--- config.mk ---
export PLATFORM = sky130hd
export DESIGN_NAME = fixed_point_divider_flat
export DESIGN_NICKNAME = d
export VERILOG_FILES = /design/src/rtl/fixed_point_divider_if.sv /design/src/rtl/fixed_point_divider.sv /design/src/flat_wrapper.sv
export SDC_FILE = /design/constraint.sdc
export NUM_CORES = 1
export LEC_CHECK = 0
export CAP_MARGIN = 5
export CORE_ASPECT_RATIO = 1.25
export CORE_MARGIN = 2
export CORE_UTILIZATION = 45
export CTS_CLUSTER_SIZE = 16
export DETAILED_ROUTE_END_ITERATION = 10
export MAX_ROUTING_LAYER = met4
export PLACE_DENSITY = 0.63
export SYNTH_ARGS = -nofsm -noshare
export SYNTH_HDL_FRONTEND = slang
export SYNTH_SLANG_ARGS = --single-unit
--- constraint.sdc ---
create_clock -name clk -period 6.2 [get_ports clk]
set_input_delay 1.24 -clock clk [delete_from_list [all_inputs] [get_ports clk]]
set_output_delay 1.24 -clock clk [all_outputs]
set_load 0.1 [all_outputs]
--- src/rtl/fixed_point_divider_if.sv ---
// -----------------------------------------------------------------------------
// fixed_point_divider_if
// Operand/result handshake bundle for fixed_point_divider.
//   a, b        : unsigned dividend / divisor (WORD_LENGTH bits)
//   valid_i     : operand strobe, ready_o : divider can accept operands
//   quotient    : floor(a*2^FRAC_BITS / b), Q_W bits
//   remainder   : (a*2^FRAC_BITS) mod b, WORD_LENGTH bits
//   div_by_zero : result was produced with b == 0
//   valid_o     : result valid, ready_i : downstream accepts result
// The master modport belongs to whoever issues operands, the slave modport to
// the divider itself.
// -----------------------------------------------------------------------------
interface fixed_point_divider_if #(
    parameter int WORD_LENGTH = 16,
    parameter int FRAC_BITS   = 8
);
    localparam int Q_W = WORD_LENGTH + FRAC_BITS;

    logic [WORD_LENGTH-1:0] a;
    logic [WORD_LENGTH-1:0] b;
    logic                   valid_i;
    logic                   ready_o;
    logic [Q_W-1:0]         quotient;
    logic [WORD_LENGTH-1:0] remainder;
    logic                   div_by_zero;
    logic                   valid_o;
    logic                   ready_i;

    modport master (
        output a, b, valid_i, ready_i,
        input  ready_o, quotient, remainder, div_by_zero, valid_o
    );

    modport slave (
        input  a, b, valid_i, ready_i,
        output ready_o, quotient, remainder, div_by_zero, valid_o
    );
endinterface

--- src/rtl/fixed_point_divider.sv ---
// -----------------------------------------------------------------------------
// fixed_point_divider
// Sequential radix-2 restoring divider producing a fixed-point quotient
// floor(a*2^FRAC_BITS / b) and remainder (a*2^FRAC_BITS) mod b.
// Ports:
//   clk  : sole clock, rising edge
//   rst  : synchronous active-high reset
//   bus  : fixed_point_divider_if.slave (operand/result handshake)
// One quotient bit is resolved per cycle, so a nonzero divisor takes Q_W
// cycles from acceptance to valid_o. A zero divisor short-circuits: it spends
// a single cycle (ready_o low, no iterations) and then presents an all-ones
// quotient, remainder = a and div_by_zero = 1.
// -----------------------------------------------------------------------------
module fixed_point_divider #(
    parameter int WORD_LENGTH = 16,
    parameter int FRAC_BITS   = 8
) (
    input  logic                   clk,
    input  logic                   rst,
    fixed_point_divider_if.slave   bus
);
    localparam int Q_W   = WORD_LENGTH + FRAC_BITS;
    localparam int CNT_W = $clog2(Q_W);
    localparam logic [CNT_W-1:0] LAST_ITER = CNT_W'(Q_W - 1);

    typedef enum logic [1:0] {
        IDLE = 2'd0,
        BUSY = 2'd1,
        DONE = 2'd2
    } state_t;

    state_t                 state_q;
    logic [CNT_W-1:0]       cnt_q;
    logic [WORD_LENGTH-1:0] a_q;
    logic [WORD_LENGTH-1:0] b_q;
    logic [Q_W-1:0]         dvd_q;     // dividend bits still to be consumed, MSB first
    logic [WORD_LENGTH-1:0] rem_q;     // partial remainder, always < b between steps
    logic [Q_W-1:0]         quo_q;
    logic                   zero_pend_q;
    logic [Q_W-1:0]         quotient_q;
    logic [WORD_LENGTH-1:0] remainder_q;
    logic                   dbz_q;
    logic                   valid_q;
    logic                   ready_q;

    logic [WORD_LENGTH:0]   shifted_d;
    logic [WORD_LENGTH:0]   diff_d;
    logic                   ge_d;
    logic [WORD_LENGTH-1:0] rem_d;
    logic [Q_W-1:0]         quo_d;

    // One restoring step: shift in the next dividend bit, trial-subtract b.
    // The shifted value is below 2*b, so the W+1-bit difference cannot wrap
    // and its MSB is a clean borrow flag.
    always_comb begin
        shifted_d = {rem_q, dvd_q[Q_W-1]};
        diff_d    = shifted_d - {1'b0, b_q};
        ge_d      = ~diff_d[WORD_LENGTH];
        if (ge_d) begin
            rem_d = diff_d[WORD_LENGTH-1:0];
        end else begin
            rem_d = shifted_d[WORD_LENGTH-1:0];
        end
        quo_d = {quo_q[Q_W-2:0], ge_d};
    end

    // Control FSM plus datapath registers and registered handshake outputs.
    always_ff @(posedge clk) begin
        if (rst) begin
            state_q     <= IDLE;
            cnt_q       <= '0;
            a_q         <= '0;
            b_q         <= '0;
            dvd_q       <= '0;
            rem_q       <= '0;
            quo_q       <= '0;
            zero_pend_q <= 1'b0;
            quotient_q  <= '0;
            remainder_q <= '0;
            dbz_q       <= 1'b0;
            valid_q     <= 1'b0;
            ready_q     <= 1'b1;
        end else begin
            case (state_q)
                IDLE: begin
                    if (zero_pend_q) begin
                        // Second cycle of a divide-by-zero request.
                        zero_pend_q <= 1'b0;
                        quotient_q  <= '1;
                        remainder_q <= a_q;
                        dbz_q       <= 1'b1;
                        valid_q     <= 1'b1;
                        state_q     <= DONE;
                    end else if (bus.valid_i) begin
                        a_q     <= bus.a;
                        b_q     <= bus.b;
                        dvd_q   <= {bus.a, {FRAC_BITS{1'b0}}};
                        cnt_q   <= '0;
                        rem_q   <= '0;
                        quo_q   <= '0;
                        ready_q <= 1'b0;
                        if (bus.b == '0) begin
                            zero_pend_q <= 1'b1;
                        end else begin
                            state_q <= BUSY;
                        end
                    end
                end
                BUSY: begin
                    rem_q <= rem_d;
                    quo_q <= quo_d;
                    dvd_q <= {dvd_q[Q_W-2:0], 1'b0};
                    cnt_q <= cnt_q + CNT_W'(1);
                    if (cnt_q == LAST_ITER) begin
                        quotient_q  <= quo_d;
                        remainder_q <= rem_d;
                        dbz_q       <= 1'b0;
                        valid_q     <= 1'b1;
                        state_q     <= DONE;
                    end
                end
                DONE: begin
                    if (bus.ready_i) begin
                        valid_q <= 1'b0;
                        ready_q <= 1'b1;
                        state_q <= IDLE;
                    end
                end
                default: begin
                    zero_pend_q <= 1'b0;
                    valid_q     <= 1'b0;
                    ready_q     <= 1'b1;
                    state_q     <= IDLE;
                end
            endcase
        end
    end

    assign bus.ready_o     = ready_q;
    assign bus.valid_o     = valid_q;
    assign bus.quotient    = quotient_q;
    assign bus.remainder   = remainder_q;
    assign bus.div_by_zero = dbz_q;

endmodule

--- src/flat_wrapper.sv ---
// flat-port wrapper written by rule: the top's interface ports become plain ports
module fixed_point_divider_flat 
#(
    parameter int WORD_LENGTH = 16,
    parameter int FRAC_BITS   = 8
)
  (clk, rst, bus_a, bus_b, bus_valid_i, bus_ready_i, bus_ready_o, bus_quotient, bus_remainder, bus_div_by_zero, bus_valid_o);
  fixed_point_divider_if #(.WORD_LENGTH(WORD_LENGTH), .FRAC_BITS(FRAC_BITS)) bus_i ();
  input  logic clk;
  input  logic rst;
  input wire logic [$bits(bus_i.a)-1:0] bus_a;
  input wire logic [$bits(bus_i.b)-1:0] bus_b;
  input wire logic [$bits(bus_i.valid_i)-1:0] bus_valid_i;
  input wire logic [$bits(bus_i.ready_i)-1:0] bus_ready_i;
  output wire logic [$bits(bus_i.ready_o)-1:0] bus_ready_o;
  output wire logic [$bits(bus_i.quotient)-1:0] bus_quotient;
  output wire logic [$bits(bus_i.remainder)-1:0] bus_remainder;
  output wire logic [$bits(bus_i.div_by_zero)-1:0] bus_div_by_zero;
  output wire logic [$bits(bus_i.valid_o)-1:0] bus_valid_o;
  assign bus_i.a = bus_a;
  assign bus_i.b = bus_b;
  assign bus_i.valid_i = bus_valid_i;
  assign bus_i.ready_i = bus_ready_i;
  assign bus_ready_o = bus_i.ready_o;
  assign bus_quotient = bus_i.quotient;
  assign bus_remainder = bus_i.remainder;
  assign bus_div_by_zero = bus_i.div_by_zero;
  assign bus_valid_o = bus_i.valid_o;
  fixed_point_divider #(.WORD_LENGTH(WORD_LENGTH), .FRAC_BITS(FRAC_BITS)) u_core (.clk(clk), .rst(rst), .bus(bus_i));
endmodule
# Word-level counts from Yosys, hierarchy flattened
# Index checks and enable logic that the tools add are counted.
dict set report totals {
  out_inout_bits 43
  regBits 146
  inputBits 36
}
dict set report op_classes {
  muxes 39
  n_eq_ne 10
  reduce_logical 10
  bitwise 3
  n_addsub 2
}
# op n
set ops {}
lappend ops {{two-way mux 24 bit} 4}
lappend ops {{one-hot mux 24 bit (2 select lines)} 2}
lappend ops {{two-way mux 16 bit} 5}
lappend ops {{one-hot mux 16 bit (2 select lines)} 2}
lappend ops {{two-way mux 23 bit} 2}
lappend ops {{one-hot mux 23 bit (2 select lines)} 1}
lappend ops {{subtractor 17 x 16 -> 17 bit} 1}
lappend ops {{zero test 16 bit} 1}
lappend ops {{AND reduction 3 bit} 4}
lappend ops {{two-way mux 1 bit} 10}
lappend ops {{two-way mux 2 bit} 5}
lappend ops {{two-way mux 5 bit} 2}
lappend ops {{one-hot mux 5 bit (2 select lines)} 1}
lappend ops {{AND reduction 4 bit} 2}
lappend ops {{!= test 2 bit (second input constant)} 3}
lappend ops {{!= test 3 x 2 -> 1 bit (second input constant)} 2}
lappend ops {{one-hot mux 1 bit (3 select lines)} 2}
lappend ops {{one-hot mux 2 bit (3 select lines)} 1}
lappend ops {{adder 5 x 1 -> 5 bit (second input constant)} 1}
lappend ops {{== test 5 bit (second input constant)} 1}
lappend ops {{!= test 2 x 1 -> 1 bit (second input constant)} 2}
lappend ops {{one-hot mux 1 bit (2 select lines)} 2}
lappend ops {{NOT 1 bit} 3}
lappend ops {{== test 2 x 1 -> 1 bit (second input constant)} 1}
lappend ops {{other kinds (4)} 4}

# Longest topological paths before layout
# Gate-level depths: netlist of the first run.
dict set report logic_depth {
  ltp_word 5
  depth_mapped 12
  ltp_nobuf 11
}

# Worst setup path before layout of the first run
# OpenSTA, ideal clock, no wires.
dict set report synth_path {
  path_type {register to register}
  from {register u_core.dvd_q[23]}
  to {register u_core.remainder_q[0] (netlist: u_core.bus.remainder[0])}
  arrival_ns 2.355
  setup_slack_ns 3.768
  synth_period_minus_slack_ns 2.432
  path_stages_with_launch 13
  cell_sequence {dfxtp_1 inv_1 ha_1 inv_1 fa_1 nand3_1 a211oi_2 nor2_1 o31ai_4 xor2_2 buf_6 mux2_1 o22ai_1}
}
dict set report synth_between {
  elab_chain_len 4
}
# element line_no
set synth_lines {}
lappend synth_lines {{start, declared} fixed_point_divider.sv:36} ;# logic [Q_W-1:0] dvd_q;
lappend synth_lines {{start signal, assigned} fixed_point_divider.sv:97} ;# dvd_q <= {bus.a, {FRAC_BITS{1'b0}}};
lappend synth_lines {{start signal, assigned} fixed_point_divider.sv:112} ;# dvd_q <= {dvd_q[Q_W-2:0], 1'b0};
lappend synth_lines {{subtractor 17 x 16 -> 17 bit} fixed_point_divider.sv:57} ;# diff_d = shifted_d - {1'b0, b_q};
lappend synth_lines {{two-way mux 16 bit (*)} fixed_point_divider.sv:59} ;# if (ge_d) begin
lappend synth_lines {{two-way mux 16 bit (*)} fixed_point_divider.sv:114} ;# if (cnt_q == LAST_ITER) begin
lappend synth_lines {{one-hot mux 16 bit (2 select lines) (*)} fixed_point_divider.sv:84} ;# case (state_q)
lappend synth_lines {{end signal, assigned} fixed_point_divider.sv:90} ;# remainder_q <= a_q;
lappend synth_lines {{end signal, assigned} fixed_point_divider.sv:116} ;# remainder_q <= rem_d;
lappend synth_lines {{end, declared} fixed_point_divider.sv:41} ;# logic [WORD_LENGTH-1:0] remainder_q;
# Mark *: on every way between the ends. The rest lies on a longest branch, timed or not. The select of a mux whose other input is x is not followed.
# A chain may end at the register's enable or synchronous reset.

# Worst setup path after layout of the first run
dict set report layout_path {
  from {register u_core.dvd_q[23]}
  to {register u_core.remainder_q[9] (netlist: u_core.bus.remainder[9])}
}
dict set report layout_between {
  elab_chain_len 4
}
# element line_no
set layout_lines {}
lappend layout_lines {{subtractor 17 x 16 -> 17 bit} fixed_point_divider.sv:57}
lappend layout_lines {{two-way mux 16 bit} fixed_point_divider.sv:59}
lappend layout_lines {{two-way mux 16 bit} fixed_point_divider.sv:114}
lappend layout_lines {{one-hot mux 16 bit (2 select lines)} fixed_point_divider.sv:84}
# No other way between the ends. The select of a mux whose other input is x is not followed.

==> results of run 1 <==
[state kept, by name, summed over array words and instances (netlist names)]
register	cells
u_core.a_q	16
u_core.dvd_q	16
u_core.bus.ready_o	1
u_core.cnt_q	5
u_core.bus.valid_o	1
u_core.bus.remainder	16
u_core.state_q	2
u_core.rem_q	16
u_core.b_q	16
u_core.quo_q	23
u_core.bus.quotient	24
u_core.zero_pend_q	1
u_core.bus.div_by_zero	1
[area by class of cell]
type / count / area, um2 / share of cell area, %
clock buffer: 18 / 439.2 / 5.833
clock inverter: 14 / 116.4 / 1.545
tap: 171 / 214.0 / 2.841
multi-input combinational: 526 / 3088 / 41.01
inverter: 21 / 78.83 / 1.047
sequential: 138 / 2763 / 36.69
timing repair buffer: 85 / 830.8 / 11.03
[per-stage QoR]
stage,hold WS (ns),instance area (um2)
finish,0.4539,7530
global route,0.4735,7530
CTS,0.4554,7530
detailed placement,0.4473,6974
global placement,0.4471,6974
floorplan,0.4360,6125
[worst paths after layout]
| check | slack (ns) | from | endpoint | cells after the start |
|---|---|---|---|---|
| max | 2.93 | u_core.dvd_q[23] | u_core.bus.remainder[9] | 12 |
| min | 0.45 | u_core.a_q[0] | u_core.a_q[0] | 2 |
| max reg2reg | 2.93 | u_core.dvd_q[23] | u_core.bus.remainder[9] | 12 |
| min reg2reg | 0.45 | u_core.a_q[0] | u_core.a_q[0] | 2 |
[logic make-up (layout without fill, tap and decap cells)]
logic type	Yosys count	count (layout)	synth area share (%)
AOI/OAI and AO/OA	179	179	18.84
muxes	29	29	4.760
and+or+nand+nor	279	279	19.59
DFF	138	138	45.11
xor gates and xnor gates	18	18	2.697
buffers and inverters	69	138	4.597
adders and majority gates	21	21	4.413
[power groups by stage]
stage	Sequential, mW	Combinational [mW]	Clock (mW)
detailed placement	1.19	2.28	0
global route	1.19	2.49	0.995
finish	1.17	2.29	0.938
global placement	1.18	2.26	0
floorplan	1.59	1.40	0
CTS	1.17	2.30	0.957
[layer usage]
| layer | vias up | share of wire, % | wire, um | global-route usage, % |
|---|---|---|---|---|
| met5 | - | 0 | 0 | - |
| met4 | 0 | 2.0 | 311 | 8.476 |
| met3 | 14 | 2.6 | 410 | 4.130 |
| met2 | 97 | 51 | 7895 | 38.29 |
| met1 | 2474 | 44 | 6870 | 27.02 |
| li1 | 2680 | - | - | - |
[cells in the final DEF, fill, tap and decap left out, types with 9 or more instances in the layout]
master	synthesis	final
nor2_1	107	107
clkdlybuf4s50_1	0	77
nand2_1	99	99
a211oi_1	18	18
clkbuf_16	0	17
a21oi_1	57	56
dfxtp_1	138	138
mux2i_1	28	28
o22ai_1	15	15
a22oi_1	38	38
ha_1	20	20
o21ai_0	9	9
inv_1	21	21
xor2_1	9	9
o21ai_1	14	14
nor3_1	31	31
[Yosys cell counts, types with 2 or more instances]
| cell type | count |
|---|---|
| o21ai_0 | 9 |
| buf_1 | 2 |
| nor2_1 | 107 |
| nor2b_1 | 3 |
| inv_1 | 21 |
| o21a_1 | 2 |
| a21o_1 | 2 |
| o211ai_1 | 3 |
| ha_1 | 20 |
| mux2i_1 | 28 |
| a211oi_1 | 18 |
| or2_2 | 3 |
| xnor2_1 | 8 |
| nor3b_1 | 3 |
| nor3_1 | 31 |
| dfxtp_1 | 138 |
| nand2b_1 | 6 |
| a41oi_1 | 2 |
| o22ai_1 | 15 |
| a32oi_1 | 2 |
| nor4_1 | 4 |
| nand2_1 | 99 |
| buf_6 | 2 |
| a22oi_1 | 38 |
| a21oi_1 | 57 |
| buf_2 | 6 |
| clkbuf_1 | 38 |
| xor2_1 | 9 |
| a31oi_1 | 5 |
| nand3_1 | 8 |
| nand4_1 | 5 |
| o21ai_1 | 14 |
| a311oi_1 | 2 |
| and2_1 | 4 |
[worst max-delay path, stage by stage, from the launching register on]
cell and delay, ns:
dfxtp_1 0.36, inv_1 0.07, ha_1 0.20, inv_1 0.08, fa_1 0.22, nand3_1 0.12, a211oi_2 0.24, nor2_1 0.11
o31ai_4 0.33, xor2_2 0.60, buf_4 0.34, mux2i_1 0.35, o22ai_1 0.13
==> metrics.md, run 1 <==
| Metric | Value |
|---|---|
| Largest net degree at the start of global routing | 84 |
| Nets | 846 |
| Routed wire length | 15.49 mm |
| Post-layout util | 56.66% |
| Logic pwr share | 52.0% |
| Final WS setup | 2.927 ns |
| Synth warnings | 0 |
| Fmax | 305.5 MHz |
| Rel. slew slack | 23.02% |
| Final routed DRC violation total | 0 |
| CTS resizes | 0 |
| Vias post-DR | 5265 |
| Max-Cap Viols | 0 |
| Sw Ratio | 46.82% |
| Cell count after synthesis | 733 |
| Number of synthesized flops with an enable pin | 0 |
| Main synth FF type | dfxtp_1 |
| Post-CTS Setup Bufs | 0 |
| Crit path max fanout | 12 |
| VDD IR max | 0.0002718 V |
| CORE AREA | 13290 um2 |
| Worst EP required | 6.49 ns |
| Die area | 14570 um2 |
| Clock latency on the worst-skew pair | 0.42 ns |
| Psw | 2.058 mW |
| Sink Count | 138 |
| Iteration-0 DRC Markers | 326 |
| Post-Place Cells | 941 |
| Synthesized area | 6125 um2 |
| Worst setup path class | register to register |
| Seq/Total Area, Yosys | 45.11% |
| PwrDens | 583.8 nW/um2 |
| Biggest area consumer among synthesized cells | dfxtp_1 |
| Dpl ws | 2.696 ns |
| Clock Skew | 0.01472 ns |
| CP Capture Type | register |
| Global placement routability congestion | 0.9029 |
| DIE HEIGHT | 134.4 um |
| Top-area cell type share of the netlist area | 45.11% |
| Buffers on Ports | 78 |
| Internal power | 2.338 mW |
| Htree depth | 4 |
| Hold_buf cts | 0 |
| Inserted Clock Buffers | 17 |
| Root buffer cell | clkbuf_16 |
| GR Util All Layers | 22.77% |
| Final count of pins violating max slew | 0 |
| Synthesis-stage register bit count | 138 |
| HPWL Detailed | 11.05 mm |
| Avg Cell Area, Syn | 8.356 um2 |
| Initial antenna violation count | 0 |
| FP Rows | 47 |
| RSZ-0062 raised after global routing | no |
| Via/cell ratio | 5.411 |
| # diodes | 0 |
| Fillers | 1261 |
| Clk network pwr share | 21.3% |
| Worst-Margin Slew | 1.155 ns |
| Synthesized Nets | 790 |
| WL/cell | 15.92 um |
| Vias in the first global route | 5223 |
| Initial Util | 46.08% |
| Final Hold Vio Count | 0 |
| WP data arrival | 3.56 ns |
| Tcrit/Tclk final | 52.79% |
| First drt pass iteration count | 5 |
| Top Ports | 79 |
| Area growth from synthesis to layout | 22.94% |
| Finished Layout Cells | 973 |
| First-pass GRT wire length | 25.41 mm |
| # setup viols final | 0 |
| Post-route ant nets | 0 |
| CTS tree | built |
| Count of cell types in the netlist | 53 |
| Clock-pin slew on the worst setup and hold paths | 0.06 ns |
| FFs w/ async S/R, synth | 0% |
| Area contributors post-synth | dfxtp_1, nor2_1, nand2_1 |
| Die width | 108.3 um |
| Clock buffer depth | 2 |
| Setup_tns | 0 ns |
| GR Overflow Total | 0 |
| Leak pwr | 2.820 nW |
| Final min period | 3.273 ns |
| Final Power | 4.396 mW |
| Seq pwr share | 26.6% |
| Setup crit start kind | register |
| Fraction of layout cells with a size suffix above 1 | 6.110% |
| Outcome | finished clean |
| Min-Delay Path Class | register to register |
Power figures use the tool's default switching activity.
==> run 2: changes to the inputs <==
Clock period 6.2 ns to 3.1 ns, I/O delays scaled along.
==> run 2 against run 1 <==
Against the previous run: die area unchanged; final cell count increased by 0.41%; critical path depth unchanged; fmax increased by 19%; largest cell class unchanged; via count increased by 2.1%; largest power group unchanged.
==> metrics.md, run 2 (synthesis results as in run 1) <==
| Metric | Value |
|---|---|
| Area after DPL | 6917 um2 |
| Most frequent cells in the layout | dfxtp_1, nor2_1, nand2_1 |
| Max reg flops | 24 |
| Leak pwr | 2.937 nW |
| Clock-pin slew on the worst setup and hold paths | 0.06 ns |
| HPWL Detailed | 11.56 mm |
| # diodes | 0 |
| WP data arrival | 3.02 ns |
| Finished Layout Cells | 977 |
| CTS tree | built |
| RSZ-0062 raised after global routing | no |
| Top Ports | 79 |
| Post-route ant nets | 0 |
| First-pass GRT wire length | 25.92 mm |
| Clock latency on the worst-skew pair | 0.40 ns |
| Hold_buf cts | 0 |
| CORE AREA | 13290 um2 |
| Initial Util | 46.08% |
| GR Overflow Total | 0 |
| Via/cell ratio | 5.503 |
| Area growth from synthesis to layout | 22.08% |
| Largest net degree at the start of global routing | 49 |
| Logic pwr share | 52.4% |
| Setup crit start kind | register |
| Fraction of layout cells with a size suffix above 1 | 11.79% |
| Worst Hold Path Cells | 2 |
| # setup viols final | 0 |
| Worst-Margin Slew | 1.111 ns |
| Fmax | 364.3 MHz |
| Final routed DRC violation total | 0 |
| Inserted Clock Buffers | 17 |
| Critical Path Max Stage Delay | 0.39 ns |
| Outcome | finished clean |
| Die width | 108.3 um |
| Worst path most repeated cell | inv_1 |
| Rel. slew slack | 25.94% |
| Fillers | 1292 |
| Min-Delay Path Class | register to register |
| First drt pass iteration count | 4 |
| Final Hold Vio Count | 0 |
| Worst-path cell chain | inv_1 > ha_1 > inv_1 > fa_1 > nand3_1 > a211oi_2 > nor2_1 > o31ai_4 > xor2_2 > buf_12 > mux2i_1 > o22ai_1 |
| Root buffer cell | clkbuf_16 |
| Htree depth | 4 |
| PwrDens | 1196 nW/um2 |
| R2R depth | 12 |
| Clock Skew | 0.007548 ns |
| Setup_tns | 0 ns |
| Max-Cap Viols | 0 |
| Tcrit/Tclk final | 88.55% |
| Post-layout util | 56.26% |
| Buffers on Ports | 78 |
| Seq pwr share | 26.3% |
| Worst setup path class | register to register |
| Cell at the slowest stage of the critical path | mux2i_1 |
| Final count of pins violating max slew | 0 |
| Final min period | 2.745 ns |
| Nets | 851 |
| Post-Place Cells | 946 |
| Post-CTS Setup Bufs | 0 |
| Die area | 14570 um2 |
| Clock buffer depth | 2 |
| Initial antenna violation count | 0 |
| GR Util All Layers | 23.19% |
| Routed wire length | 15.80 mm |
| Psw | 4.156 mW |
| FP Rows | 47 |
| Iteration-0 DRC Markers | 343 |
| VDD IR max | 0.0005916 V |
| Internal power | 4.791 mW |
| Worst EP required | 3.37 ns |
| Sw Ratio | 46.45% |
| WHS | 0.4512 ns |
| Final instance area | 7477 um2 |
| Global placement routability congestion | 0.9362 |
| Crit path max fanout | 21 |
| Sink Count | 138 |
| CP Capture Type | register |
| Vias in the first global route | 5134 |
| WL/cell | 16.18 um |
| Clk network pwr share | 21.3% |
| Vias post-DR | 5376 |
| Commonest non-fill, non-tap cell in the layout | dfxtp_1 |
| DIE HEIGHT | 134.4 um |
| CTS resizes | 0 |
## run 2: stage by stage
stage / total power, mW / setup slack [ns]
final: 8.946 / 0.3549
after global placement: 7.038 / 0.4543
after global routing: 9.498 / 0.1444
after CTS: 9.002 / 0.3187
after floorplan: 5.977 / 0.6685
after detailed placement: 7.062 / 0.3260
## run 2: power by group through the flow
stage,logic (mW),clock network [mW],registers (mW)
floorplan,2.80,0,3.18
detailed placement,4.68,0,2.39
global route,5.08,2.03,2.39
global placement,4.66,0,2.38
CTS,4.70,1.95,2.35
finish,4.69,1.91,2.35
## run 2: final timing paths
kind | startpoint | endpoint | slack (ns)
setup / recovery | u_core.dvd_q[23] | u_core.bus.remainder[7] | 0.35
hold reg to reg | u_core.a_q[12] | u_core.a_q[12] | 0.45
hold / removal | u_core.a_q[12] | u_core.a_q[12] | 0.45
setup reg to reg | u_core.dvd_q[23] | u_core.bus.remainder[7] | 0.35
## run 2: area by class of cell
cell class                      count  area, um2  share of cell area [%]
Multi-Input combinational cell    526       3088                   41.30
Inverter                           21      78.83                   1.054
Timing Repair Buffer               90      773.2                   10.34
Tap cell                          171      214.0                   2.861
Clock buffer                       19      442.9                   5.924
Clock inverter                     12      117.6                   1.573
Sequential cell                   138       2763                   36.95
## run 2: critical path: cells and delay by family, from the launching register on
family / cells / cell delay, ns
compound gates: 3 / 0.69
fa+ha+maj: 2 / 0.42
xor+xnor: 1 / 0.22
simple gates: 2 / 0.23
flops: 1 / 0.32
buf+inv: 3 / 0.33
mux: 1 / 0.39
## run 2: layer usage
| metal | vias to the layer above | GRT usage [%] | routed length [um] |
|---|---|---|---|
| met5 | - | - | 0 |
| met4 | 0 | 9.900 | 506 |
| met3 | 29 | 4.373 | 542 |
| met2 | 106 | 38.26 | 8008 |
| met1 | 2549 | 27.53 | 6746 |
| li1 | 2692 | - | - |
